==> src/rtl/char_conv.sv <==
// MIX CHAR datapath: sequential double-dabble of a 30-bit magnitude into ten MIX digit codes.
// Define CHAR_CONV_FAST_EN to run two correct+shift steps per cycle (latency 16 instead of 31).
module char_conv (
    input  logic        clk,
    input  logic        rst_n,
    input  logic        start,
    input  logic [29:0] in,
    output logic [59:0] out,
    output logic        stop
);

    localparam int unsigned BIN_W  = 30;
    localparam int unsigned DIGITS = 10;
    localparam int unsigned BCD_W  = 4 * DIGITS;
    localparam int unsigned CODE_W = 6;
    localparam int unsigned OUT_W  = CODE_W * DIGITS;
    localparam int unsigned CNT_W  = 5;
    localparam int unsigned ACC_W  = BCD_W + BIN_W;
`ifdef CHAR_CONV_FAST_EN
    localparam int unsigned STEPS  = 2;
`else
    localparam int unsigned STEPS  = 1;
`endif
    localparam int unsigned CNT_DONE = BIN_W / STEPS;

    logic              run_q,  run_d;
    logic [CNT_W-1:0]  cnt_q,  cnt_d;
    logic [BIN_W-1:0]  bin_q,  bin_d;
    logic [BCD_W-1:0]  bcd_q,  bcd_d;
    logic [OUT_W-1:0]  out_q,  out_d;
    logic              stop_q, stop_d;
    logic [ACC_W-1:0]  acc;

    // One double-dabble step: bias every nibble >= 5 by 3, then shift {bcd,bin} left.
    function automatic logic [ACC_W-1:0] dd_step(input logic [ACC_W-1:0] v);
        logic [ACC_W-1:0] t;
        t = v;
        for (int unsigned i = 0; i < DIGITS; i++) begin
            if (t[BIN_W + 4*i +: 4] >= 4'd5) begin
                t[BIN_W + 4*i +: 4] = t[BIN_W + 4*i +: 4] + 4'd3;
            end
        end
        return {t[ACC_W-2:0], 1'b0};
    endfunction

    // Digit-to-character mapping is a 6-bit add of the MIX code for "0".
    function automatic logic [OUT_W-1:0] to_codes(input logic [BCD_W-1:0] b);
        logic [OUT_W-1:0] r;
        r = '0;
        for (int unsigned i = 0; i < DIGITS; i++) begin
            r[CODE_W*i +: CODE_W] = 6'd30 + {2'b00, b[4*i +: 4]};
        end
        return r;
    endfunction

    always_comb begin
        run_d  = run_q;
        cnt_d  = cnt_q;
        bin_d  = bin_q;
        bcd_d  = bcd_q;
        out_d  = out_q;
        stop_d = 1'b0;
        acc    = {bcd_q, bin_q};
        if (start) begin
            // A start always wins, aborting any conversion in flight.
            run_d = 1'b1;
            cnt_d = '0;
            bin_d = in;
            bcd_d = '0;
        end else if (run_q) begin
            for (int unsigned s = 0; s < STEPS; s++) begin
                acc = dd_step(acc);
            end
            bcd_d = acc[ACC_W-1:BIN_W];
            bin_d = acc[BIN_W-1:0];
            cnt_d = cnt_q + 5'd1;
            if (cnt_d == CNT_W'(CNT_DONE)) begin
                run_d  = 1'b0;
                stop_d = 1'b1;
                out_d  = to_codes(acc[ACC_W-1:BIN_W]);
            end
        end
    end

    always_ff @(posedge clk or negedge rst_n) begin
        if (!rst_n) begin
            run_q  <= 1'b0;
            cnt_q  <= '0;
            bin_q  <= '0;
            bcd_q  <= '0;
            out_q  <= '0;
            stop_q <= 1'b0;
        end else begin
            run_q  <= run_d;
            cnt_q  <= cnt_d;
            bin_q  <= bin_d;
            bcd_q  <= bcd_d;
            out_q  <= out_d;
            stop_q <= stop_d;
        end
    end

    assign out  = out_q;
    assign stop = stop_q;

endmodule

==> config.mk <==
export PLATFORM = sky130hd
export DESIGN_NAME = char_conv
export DESIGN_NICKNAME = d
export VERILOG_FILES = /design/src/rtl/char_conv.sv
export SDC_FILE = /design/constraint.sdc
export NUM_CORES = 1
export LEC_CHECK = 0
export CELL_PAD_IN_SITES_DETAIL_PLACEMENT = 1
export CELL_PAD_IN_SITES_GLOBAL_PLACEMENT = 2
export CORE_MARGIN = 3
export CORE_UTILIZATION = 35
export DETAILED_ROUTE_END_ITERATION = 10
export GPL_ROUTABILITY_DRIVEN = 0
export GPL_TIMING_DRIVEN = 0
export PLACE_DENSITY = 0.81
export REMOVE_ABC_BUFFERS = 1
export SYNTH_ARGS = -nofsm -noshare
export SYNTH_HDL_FRONTEND = slang
export SYNTH_SLANG_ARGS = --single-unit
==> constraint.sdc <==
create_clock -name clk -period 2.5 [get_ports clk]
set_input_delay 0.25 -clock clk [delete_from_list [all_inputs] [get_ports clk]]
set_output_delay 0.25 -clock clk [all_outputs]
set_load 0.005 [all_outputs]
==> results by stage <==
STA:
- In the finished design, the share of the clock period the worst path needs comes to 93.61%.
- Setup repair after global routing left no endpoint under its margin.
- The setup TNS after final layout is 0 ns.
- The number of hold-slack violations in the final timing report was 0.
- On the final layout, the worst clock skew is 0.01112 ns.
- Setup violations remaining at the end of the flow were counted as 0.
- The maximum achievable frequency is 427.3 MHz.
- In this run the tightest slew margin relative to its limit is 56.02%.
- For the pin with the worst max-slew slack, the measured transition is 0.6550 ns.
- The minimum clock period is 2.340 ns.
- The final number of max-transition violations came to 0.

Yosys:
- The gate count of the mapped netlist is 710.
- The adder and majority cell fraction of the synthesized area is 6.327%.
- The dominant combinational cell family by area after synthesis is simple AND/OR/NAND/NOR gates.
- Of the total synthesized cell area, the portion taken by XOR and XNOR cells is 2.784%.
- The share of cell area taken by muxes after synthesis is 9.653%.
- The top cell type's share of synthesized area is 49.53%.
- Counting distinct cell types in the post-synthesis netlist gives 34.
- For this run, the register share of the synthesized area comes to 49.53%.
- After synthesis the cells add up to 6922 um^2.
- The flop and latch count out of synthesis is 137.
- Yosys printed 0 warnings.
- The average footprint of a synthesized cell is 9.749 um^2.
- The fraction of the mapped netlist area in compound gates is 12.96%.
- The share of synthesized cell area in and, or, nand and nor gates is 14.15%.
- The cell taking the most area after synthesis is dfrtp_1.
- After synthesis, the cell types taking the most area are dfrtp_1 (50%), mux2i_1 (7.8%), o21ai_0 (7.1%).

Setup path:
- The most prevalent standard cell on the critical path is buf_12.
- The endpoint of the most critical register-to-register path is out[0]$_DFFE_PN0P_.
- The critical path ends at out[0]$_DFFE_PN0P_.
- The origin of the worst setup path is run_q$_DFF_PN0_.
- STA classifies the critical path startpoint as a register.
- STA puts the critical path data required time at 2.80 ns.
- For the worst setup path, the data arrival time is 2.64 ns.
- The type of the worst setup path is reg2reg.
- The cell with the largest stage delay on the worst path is dfrtp_4.
- The startpoint identified for the worst register-to-register timing path is run_q$_DFF_PN0_.
- For this run, the slowest stage of the critical path takes 0.63 ns.
- The nature of the critical path endpoint is a register.
- The path depth of the worst reg2reg path is 7.
- The biggest fanout along the worst timing path is 47.
- The critical path goes through buf_16 -> nand2b_4 -> or4_1 -> o41a_2 -> buf_12 -> buf_12 -> mux2_4.
- The dominant delay contributor by cell family on the critical path is flip-flops.
- The critical path contains buffers and inverters numbering 3 combined.
- The count of cell instances traversed by the critical path is 7.
- The slack of the worst reg-to-reg path is 0.16 ns.

Drt:
- After the first detailed-routing iteration, the DRC count stood at 160.
- For this block, the routed nets add up to 16.37 mm of wire.
- The detailed-route via count is 5250.
- The first-pass iteration count of the detailed router is 4.
- The detail-routed net length per standard cell is 15.31 um.
- After detailed routing, the number of vias per cell comes to 4.911.
- In the routed design, unresolved DRC markers number 0.
- The number of routed nets with antenna violations is 0.

Clock network:
- TritonCTS built the clock tree.
- No sink is reached through more buffers than the 2 on the longest clock path.
- The clock sink count is 137.
- The cell at the root of the clock tree is clkbuf_16.
- CTS built an H-tree with a depth of 4.
- Clock-pin slew was measured on the worst setup and hold paths at 0.06 ns.
- The post-cts repair resize count is 0.
- The later pin in the worst-skew pair is clocked with a latency of 0.42 ns.
- Buffers inserted during clock tree synthesis total 17.

GRT:
- The all-layer global routing usage is 15.90%.
- The via count of the first global-routing pass is 5851.
- The total overflow left after global routing is 0.
- The initial antenna violation count is 0.
- Entering global routing, the biggest net connects 84 pins.
- The first global-routing pass estimated 28.26 mm of wire.

Cells and area:
- In the layout the commonest cells are dfrtp_1 (136), nand2_1 (102), o21ai_0 (98).
- After filler insertion, the fill cell instance count of the layout stands at 2099.
- The net count of the finished layout is 865.
- The post-route netlist has 6.675% of its cells at a drive strength greater than 1.
- The area added between synthesis and finish is 27.93%.
- Summing all flip-flop and latch instances after layout gives 3432 um^2.
- The final instance count without filler cells is 1069.
- Cells fill 46.41% of the core in the end.
- The antenna diode instance count is 0.
- In the final layout, the multi-input gates occupy 3194 um^2.
- The most common cell after layout, fill and taps aside is dfrtp_1.

Job:
- The reported max-cap violation count is 0.

Floorplanning:
- The die covers 21500 um^2.
- The initial standard-cell utilization of the core is 36.28%.
- The floorplan step defined a core boundary enclosing 19080 um^2.
- The die is 146.6 um wide.
- The die height is 146.6 um.
- Pin placement for this block handled 94 I/O pins.
- The floorplan has 50 rows.

Power and ir drop:
- Dividing total power by cell area gives a power density of 580.1 nW/um^2.
- The cell leakage power is 4.185 nW.
- Overall power consumption after layout is estimated at 0.005137 W.
- Across the VDD grid, the largest voltage drop is 0.0004571 V.

Hold path:
- The startpoint identified for the worst hold timing path is start.
- The worst hold path class is in2reg.

Placed design:
- The count of input and output buffers is 93.
- The sum of net half-perimeters after detailed placement is 10.91 mm.
- The total placed cells including tap cells is 1034.

Outcome:
- The flow ran to the end, and the final reports show no timing, DRC or antenna violations.
final cells by class:
class                      instances  area share [%]
tap                              260           3.674
multi-input combinational        495           36.07
sequential                       137           38.76
inverter                          43           1.823
clock buffer                      24           5.666
clock inverter                     7           1.017
timing repair buffer             103           12.99
how the worst min path moves through the flow:
stage / cells past startpoint / endpoint / slack, ns
global route: 2 / cnt_q[3]$_DFFE_PN0P_ / 0.25
floorplan: 0 / bcd_q[0]$_DFFE_PN0P_ / -0.05
CTS: 2 / cnt_q[3]$_DFFE_PN0P_ / 0.23
finish: 2 / cnt_q[3]$_DFFE_PN0P_ / 0.24
global placement: 2 / out[47]$_DFFE_PN0P_ / 0.46
detailed placement: 1 / out[56]$_DFFE_PN0P_ / 0.26
timing repair:
action,4_1_cts,5_1_grt
cloned,0,1
hold buffers,1,0
setup buffers,2,0
endpoints found under the setup margin,31,1
hold endpoints to repair,54,0
per-layer routing:
metal | wire (um) | GRT usage (%) | vias up
met4 | 170 | 4.374 | 0
met5 | 0 | 0 | -
li1 | - | - | 2585
met2 | 8365 | 28.62 | 81
met1 | 7100 | 18.67 | 2569
met3 | 731 | 4.159 | 15
sequential cells by signal (all words and copies together), names as in the netlist:
signal / count
run_q: 1
out: 60
stop: 1
bin_q: 30
bcd_q: 40
cnt_q: 5
where the power goes:
part	switching [W]	internal, W
clock	0.000932	0.00159
combinational	0.000156	0.000136
sequential	0.0000429	0.00228
total	0.00113	0.00401
cells by family after synthesis:
| group | count (synthesis) |
|---|---|
| XOR/XNOR | 22 |
| buffers and inverters | 78 |
| flip-flops | 137 |
| adder cells (fa/ha/maj) | 35 |
| AND/OR/NAND/NOR | 208 |
| multiplexers | 63 |
| AO/OA/AOI/OAI | 167 |
worst register-to-register path: stages (launching register included):
cell	delay, ns
dfrtp_4	0.63
buf_16	0.24
nand2b_4	0.08
or4_1	0.40
o41a_2	0.15
buf_12	0.19
buf_12	0.19
mux2_4	0.33
cells in the mapped netlist:
| cell type | number |
|---|---|
| nand3_1 | 6 |
| nand2_1 | 102 |
| o21ai_0 | 98 |
| buf_6 | 3 |
| nor2b_1 | 7 |
| o21ai_1 | 8 |
| xor2_1 | 11 |
| a31oi_1 | 3 |
| nor3b_1 | 19 |
| o2111ai_1 | 1 |
| nand4_1 | 2 |
| ha_1 | 35 |
| and3_1 | 6 |
| buf_1 | 9 |
| o21bai_1 | 1 |
| a21o_1 | 2 |
| nand2b_4 | 1 |
| xnor2_1 | 11 |
| buf_2 | 2 |
| inv_1 | 43 |
| nand3b_1 | 3 |
| o41a_1 | 1 |
| nand2b_1 | 12 |
| nor3_1 | 6 |
| dfrtp_1 | 137 |
| mux2_4 | 7 |
| mux2_2 | 2 |
| a211oi_1 | 16 |
| or4_1 | 1 |
| mux2i_1 | 54 |
| nor2_1 | 42 |
| nor4b_4 | 1 |
| a21oi_1 | 37 |
| clkbuf_1 | 21 |
metrics by stage:
| step | hold WS, ns | setup slack (ns) | cell area (um^2) |
|---|---|---|---|
| final | 0.2395 | 0.1598 | 8855 |
| after global routing | 0.2534 | 0.003852 | 8855 |
| after CTS | 0.2338 | 0.05337 | 8830 |
| after detailed placement | 0.2616 | -0.2204 | 8193 |
| after global placement | 0.4610 | -4.559 | 8021 |
| after floorplan | -0.04559 | -1.904 | 6765 |
No activity file was read; power rests on OpenSTA's default activity.
